`src/rtl/vote_recorder.sv`:
```
// vote_recorder: single-voter ballot recorder with per-candidate saturating
// tallies and a result-display mode.
//
// Optional feature: define VOTE_TOTAL_EN to add the total_votes output, a
// free-running count of every accepted vote (saturated ones included).
//
// Flow: IDLE --arm--> ARMED --single press--> CONFIRM (LED hold) --> IDLE.
// mode=1 enters RESULT from IDLE or ARMED; from CONFIRM it waits for the
// hold to finish, then goes through IDLE.

module vote_recorder #(
    parameter int NUM_CAND = 4,
    parameter int CNT_W    = 8,
    parameter int LED_HOLD = 100
) (
    input  logic                          clk,
    input  logic                          reset,
    input  logic                          mode,
    input  logic                          arm_pulse,
    input  logic [NUM_CAND-1:0]           cand_press,
    output logic                          armed_led,
    output logic [NUM_CAND-1:0]           vote_led,
    output logic [CNT_W-1:0]              disp_count,
    output logic [$clog2(NUM_CAND)-1:0]   disp_sel,
    output logic                          sat_flag
`ifdef VOTE_TOTAL_EN
    ,
    output logic [CNT_W+$clog2(NUM_CAND)-1:0] total_votes
`endif
);

    localparam int SEL_W  = $clog2(NUM_CAND);
    // Hold counter only needs to hold LED_HOLD-1; keep at least one bit.
    localparam int HOLD_W = (LED_HOLD > 1) ? $clog2(LED_HOLD) : 1;

    typedef enum logic [1:0] {
        ST_IDLE,
        ST_ARMED,
        ST_CONFIRM,
        ST_RESULT
    } state_t;

    state_t              r_state;
    logic [HOLD_W-1:0]   r_hold;
    logic [CNT_W-1:0]    r_tally [NUM_CAND];

    logic                w_single;
    logic [SEL_W-1:0]    w_idx;
    logic [CNT_W-1:0]    w_pick_tally;
    logic [CNT_W-1:0]    w_sel_tally;
    logic                w_pick_max;

    // Decode the candidate buttons: valid only when exactly one bit is set.
    always_comb begin
        w_single = $onehot(cand_press);
        w_idx    = '0;
        for (int unsigned i = 0; i < NUM_CAND; i++) begin
            if (cand_press[i]) begin
                w_idx = SEL_W'(i);
            end
        end
    end

    // Tally lookups for the pressed candidate and the displayed candidate.
    always_comb begin
        w_pick_tally = r_tally[w_idx];
        w_sel_tally  = r_tally[disp_sel];
        w_pick_max   = (w_pick_tally == '1);
    end

    // Control FSM with registered outputs and tally storage.
    always_ff @(posedge clk or posedge reset) begin
        if (reset) begin
            r_state    <= ST_IDLE;
            r_hold     <= '0;
            armed_led  <= 1'b0;
            vote_led   <= '0;
            disp_count <= '0;
            disp_sel   <= '0;
            sat_flag   <= 1'b0;
            for (int unsigned i = 0; i < NUM_CAND; i++) begin
                r_tally[i] <= '0;
            end
`ifdef VOTE_TOTAL_EN
            total_votes <= '0;
`endif
        end else begin
            case (r_state)
                ST_IDLE: begin
                    // Arm has priority over a simultaneous press; presses are
                    // never counted here.
                    if (mode) begin
                        r_state    <= ST_RESULT;
                        disp_count <= w_sel_tally;
                    end else if (arm_pulse) begin
                        r_state   <= ST_ARMED;
                        armed_led <= 1'b1;
                    end
                end

                ST_ARMED: begin
                    if (mode) begin
                        // Voter abandoned: nothing is recorded.
                        r_state    <= ST_RESULT;
                        armed_led  <= 1'b0;
                        disp_count <= w_sel_tally;
                    end else if (w_single) begin
                        if (w_pick_max) begin
                            sat_flag <= 1'b1;
                        end else begin
                            r_tally[w_idx] <= w_pick_tally + 1'b1;
                        end
`ifdef VOTE_TOTAL_EN
                        total_votes <= total_votes + 1'b1;
`endif
                        vote_led  <= cand_press;
                        armed_led <= 1'b0;
                        r_hold    <= HOLD_W'(LED_HOLD - 1);
                        r_state   <= ST_CONFIRM;
                    end
                end

                ST_CONFIRM: begin
                    // Counter runs LED_HOLD-1 down to 0, so the LED is lit for
                    // exactly LED_HOLD cycles; mode is not looked at here.
                    if (r_hold == '0) begin
                        r_state  <= ST_IDLE;
                        vote_led <= '0;
                    end else begin
                        r_hold <= r_hold - 1'b1;
                    end
                end

                ST_RESULT: begin
                    if (!mode) begin
                        r_state    <= ST_IDLE;
                        disp_count <= '0;
                    end else if (w_single) begin
                        disp_sel   <= w_idx;
                        disp_count <= w_pick_tally;
                    end else begin
                        disp_count <= w_sel_tally;
                    end
                end

                default: begin
                    r_state <= ST_IDLE;
                end
            endcase
        end
    end

endmodule

```
`config.mk`:
```
export PLATFORM = sky130hd
export DESIGN_NAME = vote_recorder
export DESIGN_NICKNAME = d
export VERILOG_FILES = /design/src/rtl/vote_recorder.sv
export SDC_FILE = /design/constraint.sdc
export NUM_CORES = 1
export LEC_CHECK = 0
export CAP_MARGIN = 20
export CORE_ASPECT_RATIO = 0.8
export CORE_MARGIN = 2
export CORE_UTILIZATION = 40
export CTS_BUF_LIST = sky130_fd_sc_hd__clkbuf_4 sky130_fd_sc_hd__clkbuf_8
export CTS_CLUSTER_SIZE = 24
export DETAILED_ROUTE_END_ITERATION = 12
export GPL_ROUTABILITY_DRIVEN = 0
export PLACE_DENSITY_LB_ADDON = 0.25
export SETUP_SLACK_MARGIN = 0.2
export SLEW_MARGIN = 10
export SYNTH_ARGS = -nofsm -noshare
export SYNTH_HDL_FRONTEND = slang
export SYNTH_SLANG_ARGS = --single-unit
```
`constraint.sdc`:
```
create_clock -name clk -period 2.62 [get_ports clk]
set_input_delay 0.524 -clock clk [delete_from_list [all_inputs] [get_ports clk]]
set_output_delay 0.524 -clock clk [all_outputs]
set_load 0.01 [all_outputs]
```
==> reports/metrics.yaml, run 1 <==
p_int_mw: 2.40
hold_viol: 0
critPathCaptureType: "register"
postSynthAreaPerCell_um2: 11.6
fp.dieW_um: 104
row_count: 29
grt_pass1_vias: 2452
place_hpwl_um: 5720
period_needed_ps: 2710
critPathMaxFanout: 5
nets: 373
leakage_nw: 2.02
grt_max_degree: 35
antenna_found_initial: 0
drv_slew: 0
worst_slack_ps: -90.2
die_h_um: 84.4
slowest_stage: "fa_1"
pwr-share-clk: 0.220
utilization: 0.557
initial_core_util: 0.410
slew_headroom: 0.598
numCtsBuffers: 9
drtIter0Drc: 62
drc: 0
final_cell_mix: "dfrtp_1 (57), buf_4 (49), mux2_4 (30)"
clock-sinks: 57
worstPathCellList: "buf_8, inv_4, fa_1, inv_1, ha_2, ha_4, nor3b_4, nand3_2, buf_6, nor4_4, buf_4, mux2_4"
synth-async-reset-ratio: 1.00
n_antenna_cell: 0
worst_slew_pin_slew_ps: 603
syn-num-nets: 292
dpl-instance-area_um2: 4030
cts-root-buf: "clkbuf_8"
clkLatencyLatePin_ps: 340
yosys_most_used_dff: "dfrtp_1"
comb_power_share: 0.401
track_usage: 0.200
n_fill_cell: 677
grt_pass1_wl_um: 13400
area_growth_pct: 35.7
crit_path_start_kind: "input pin"
num_vias: 2412
core_area_um2: 7870
synthCells: 278
cts-hold-fix-buffers: 0
crit_arrival_ps: 2940
max_freq_ghz: 0.369
p_total_mw: 3.64
seqPwrFrac: 0.379
antenna_left: 0
cts_htree_levels: 3
synth_edf_count: 0
dieArea_um2: 8820
yosys_register_bits: 57
cts_tree: "built"
final_cell_area_um2: 4390
seq_area_frac_synth: 0.441
synth_cell_types: 54
first_pass_iters: 4
p_switching_mw: 1.24
overflow: 0
register_area_um2: 1430
wire_per_inst_um: 17.4
violations: "negative setup slack"
multi_input_area_um2: 1830
ys_warn_count: 0
drive_above_1_share: 0.423
status: "complete, but fails checks"
rsz0062_at_grt: "true"
portBuffers: 23
finalCritPeriodShare: 1.03
syn_area_um2: 3230
ioPinCount: 24
swShare: 0.341
crit_required_ps: 2850
fin_setup_tns_ps: -1050
irDropWorstVdd_mv: 0.455
setup_violations: 23
critical_path_class: "in2reg"
slowest_delay_ps: 530
hold_path_class: "reg2reg"
cap_viol_max_count: 0
powerDensity_nw_per_um2: 830
place_worst_setup_slack_ps: -919
drt_wl_total_um: 8190
vias_per_cell: 5.13
clk_path_buf_depth: 2
final_common_cell: "dfrtp_1"
clkSlewWorstSetupHoldPaths_ps: 60
clock_skew_ps: 13.0
-- metrics by stage --
step	hold WS (ps)	cells
finish	457	470
global route	482	470
CTS	463	466
detailed placement	452	450
global placement	441	450
floorplan	475	278
-- routing by layer --
layer  vias to the layer above  track usage  wire [µm]
li1                       1164            -          -
met1                      1183        0.296       4040
met2                        61        0.287       3590
met3                         4       0.0621        518
met4                         0       0.0479         40
met5                         -            0          0
-- cell usage after synthesis (3+ instances only) --
master,number,area share
nand3_1,9,0.014
o21ai_0,16,0.025
xor2_1,6,0.016
nor2b_1,9,0.017
mux2i_1,8,0.025
nor2_1,15,0.017
inv_1,15,0.017
ha_1,5,0.019
o21ai_1,3,0.0046
nand2_1,19,0.022
a21oi_1,14,0.022
dfrtp_1,57,0.44
nand2b_1,3,0.0058
or4_1,3,0.0070
nor3b_1,4,0.0093
mux2_4,17,0.079
clkbuf_1,7,0.0081
mux4_2,8,0.056
mux2_1,15,0.052
-- timing repair --
action | CTS | global route
pin swaps | 8 | 3
buffers inserted | 2 | 4
endpoints found under the setup margin | 56 | 44
resized for setup | 26 | 21
-- sequential cells by signal, indices dropped and copies added, names as in the netlist --
register,cells
vote_led,4
armed_led,1
disp_count,8
sat_flag,1
disp_sel,2
r_tally,32
r_state,2
r_hold,7
-- path summary, 6_finish.rpt --
path / startpoint / to / slack (ps) / depth (start not counted)
setup / recovery: cand_press[3] / r_tally[19] / -90 / 12
hold / removal: sat_flag / sat_flag / 460 / 1
setup reg to reg: r_tally[25] / r_tally[24] / 300 / 10
hold reg to reg: sat_flag / sat_flag / 460 / 1
max in group asynchronous: reset / r_tally[6] / 1480 / 3
min in group asynchronous: reset / disp_count[4] / 550 / 2
-- critical path, delay by kind of cell --
kind | cells | cell delay, ps
simple gates | 3 | 630
mux | 1 | 300
buf+inv | 5 | 540
fa+ha+maj | 3 | 950
-- final cells by class --
type                    instances  share of cell area
inverters                      17              0.0151
well taps                     108              0.0308
multi-input cells             192               0.418
clock inverters                 3             0.00970
clock buffers                  11              0.0331
repair buffers                 82               0.168
flip-flops and latches         57               0.325
-- cells by family (layout without fill, tap and decap cells) --
kind of cell    count (synthesis)  in the layout  share of synthesized area
compound gates                 51             51                      0.104
xor+xnor                        8              8                     0.0217
fa+ha+maj                       6              6                     0.0256
buf+inv                        29            113                     0.0387
flops                          57             57                      0.441
mux                            51             51                      0.226
simple gates                   76             76                      0.143
-- power groups by stage --
| stage | Combinational (mW) | Clock (mW) | Sequential [mW] |
|---|---|---|---|
| 2_1_floorplan | 0.831 | 0 | 1.32 |
| 3_3_place_gp | 1.34 | 0 | 1.38 |
| 3_5_place_dp | 1.35 | 0 | 1.39 |
| 4_1_cts | 1.37 | 0.824 | 1.37 |
| 5_1_grt | 1.59 | 0.874 | 1.42 |
| 6_report | 1.46 | 0.801 | 1.38 |
No activity file was read; power rests on OpenSTA's default activity.
==> run 2, diff against run 1 <==
--- a/config.mk
+++ b/config.mk
@@ -5,7 +5,10 @@
 export SDC_FILE = /design/constraint.sdc
 export NUM_CORES = 1
 export LEC_CHECK = 0
+export ABC_CLOCK_PERIOD_IN_PS = 2620
 export CAP_MARGIN = 20
+export CELL_PAD_IN_SITES_DETAIL_PLACEMENT = 1
+export CELL_PAD_IN_SITES_GLOBAL_PLACEMENT = 1
 export CORE_ASPECT_RATIO = 0.8
 export CORE_MARGIN = 2
 export CORE_UTILIZATION = 40
==> run 2 against run 1 <==
  * The flow still finishes with violations (negative setup slack)
  * Combinational power barely moved
  * Sequential share of layout area fell by 0.73 points
  * Setup slack improved by 28 ps
  * Critical path type unchanged
  * Critical endpoint is now r_tally[31]
==> reports/metrics.yaml, run 2 (synthesized netlist as in run 1, its figures left out) <==
crit_top_cell: "ha_4"
crit_arrival_ps: 2900
initial_core_util: 0.410
slowest_stage: "fa_1"
row_count: 29
violations: "negative setup slack"
grt_pass1_vias: 2764
powerDensity_nw_per_um2: 871
antenna_found_initial: 0
m1WireLength_um: 4430
met2_length_um: 4360
final_cell_area_um2: 4490
max_freq_ghz: 0.373
irDropWorstVdd_mv: 0.506
clkSlewWorstSetupHoldPaths_ps: 70
largest_register_ffs: 32
clk_path_buf_depth: 2
critical_path_class: "in2reg"
num_vias: 2473
r2r_start: "r_tally[17]"
drive_above_1_share: 0.429
cts-hold-fix-buffers: 0
hold_path_class: "reg2reg"
critPathMaxFanout: 5
wire_per_inst_um: 19.8
comb_power_share: 0.383
regMostFlops: "r_tally"
worst_slew_pin_slew_ps: 630
cts-root-buf: "clkbuf_8"
utilization: 0.570
fp.dieW_um: 104
hold_viol: 0
final_cell_mix: "dfrtp_1 (57), buf_4 (41), mux2_4 (32)"
swShare: 0.338
track_usage: 0.228
final_common_cell: "dfrtp_1"
drc: 0
seqPwrFrac: 0.358
clkLatencyLatePin_ps: 340
overflow: 0
core_area_um2: 7870
cts_tree: "built"
grt_pass1_wl_um: 15300
grt_max_degree: 26
worstPathCellList: "buf_8, inv_4, fa_1, inv_2, ha_4, ha_4, nor3b_4, nand3_2, buf_6, nor4b_4, buf_4, mux2_4"
min_from: "sat_flag"
reg.largest.list: "r_tally (32), disp_count (8), r_hold (7)"
slew_headroom: 0.580
p_int_mw: 2.58
vias_per_cell: 5.27
pwr-share-clk: 0.260
cp_num_buf_inv: 5
setup_violations: 17
crit_family: "adder cells"
worst_r2r_endpoint: "r_tally[31]"
first_pass_iters: 4
clock_skew_ps: 7.89
n_antenna_cell: 0
n_fill_cell: 842
worst_slack_ps: -61.8
dieArea_um2: 8820
worst-r2r-cell-count: 10
portBuffers: 23
numCtsBuffers: 9
ff2ff_setup_slack_ps: 320
nets: 370
ioPinCount: 24
drv_slew: 0
hold_path_end: "sat_flag"
drtIter0Drc: 137
p_switching_mw: 1.32
antenna_left: 0
p_total_mw: 3.91
drt_wl_total_um: 9310
top_layer: "met4"
cts_htree_levels: 3
slowest_delay_ps: 560
crit_required_ps: 2840
finalCritPeriodShare: 1.02
critPathCaptureType: "register"
cap_viol_max_count: 0
dpl-instance-area_um2: 4050
leakage_nw: 2.06
clock-sinks: 57
wl_met3_um: 385
hold_path_depth: 1
area_growth_pct: 38.8
rsz0062_at_grt: "true"
die_h_um: 84.4
crit_path_start_kind: "input pin"
place_hpwl_um: 6630
period_needed_ps: 2680
status: "complete, but fails checks"
run 2: changes by cell type in the layout (fill, tap and decap cells not counted), sizes merged:
cell	previous run	this run
clkbuf	11	10
buf	62	59
dlygate4sd2	0	1
bufinv	1	3
clkinvlp	1	0
clkdlybuf4s50	20	19
clkinv	1	3
run 2: worst reg2reg max path: cells and delay by family, from the launching register on:
kind	cells	cell delay, ps
DFF	1	400
buffers and inverters	2	330
adders and majority gates	1	210
AOI/OAI and AO/OA	1	100
muxes	2	490
and+or+nand+nor	4	650
run 2: timing repair:
action,in CTS,in global routing
setup buffers,5,1
setup endpoints to repair,57,47
gates resized for setup,45,17
pin swaps,9,5
run 2: metal layers:
layer | vias to the layer above | global-route usage
met5 | - | 0
li1 | 1157 | -
met3 | 10 | 0.0575
met1 | 1257 | 0.320
met2 | 49 | 0.358
met4 | 0 | 0.0565
run 2: power groups by stage:
stage	Sequential, mW	Combinational [mW]	Clock, mW
after floorplan	1.32	0.831	0
after global placement	1.40	1.32	0
after detailed placement	1.40	1.37	0
after CTS	1.40	1.44	1.04
after global routing	1.45	1.63	1.08
final	1.40	1.49	1.01
run 2: how the worst max path moves through the flow:
stage / depth (start not counted) / end / slack [ps] / from
2_1_floorplan: 12 / r_tally[24] / -670 / cand_press[3]
3_3_place_gp: 12 / r_tally[9] / -920 / cand_press[3]
3_5_place_dp: 12 / r_tally[14] / -950 / cand_press[3]
4_1_cts: 12 / r_tally[31] / -20 / cand_press[3]
5_1_grt: 12 / r_tally[31] / -160 / cand_press[3]
6_report: 12 / r_tally[31] / -60 / cand_press[3]
run 2: cell type report:
| type | count | area (µm²) | share of cell area |
|---|---|---|---|
| tap | 108 | 135 | 0.0301 |
| inverter | 17 | 66.3 | 0.0148 |
| sequential | 57 | 1430 | 0.318 |
| timing repair buffer | 79 | 759 | 0.169 |
| clock buffer | 10 | 138 | 0.0307 |
| clock inverter | 6 | 105 | 0.0234 |
| multi-input combinational | 192 | 1860 | 0.414 |
run 2: metrics by stage:
stage | std cells | setup TNS [ps] | hold slack, ps | setup WS, ps
after floorplan | 278 | -18840 | 475 | -674
after global placement | 447 | -38940 | 447 | -918
after detailed placement | 447 | -42680 | 456 | -953
after CTS | 468 | -105 | 470 | -23.5
after global routing | 469 | -3380 | 507 | -156
final | 469 | -782 | 463 | -61.8
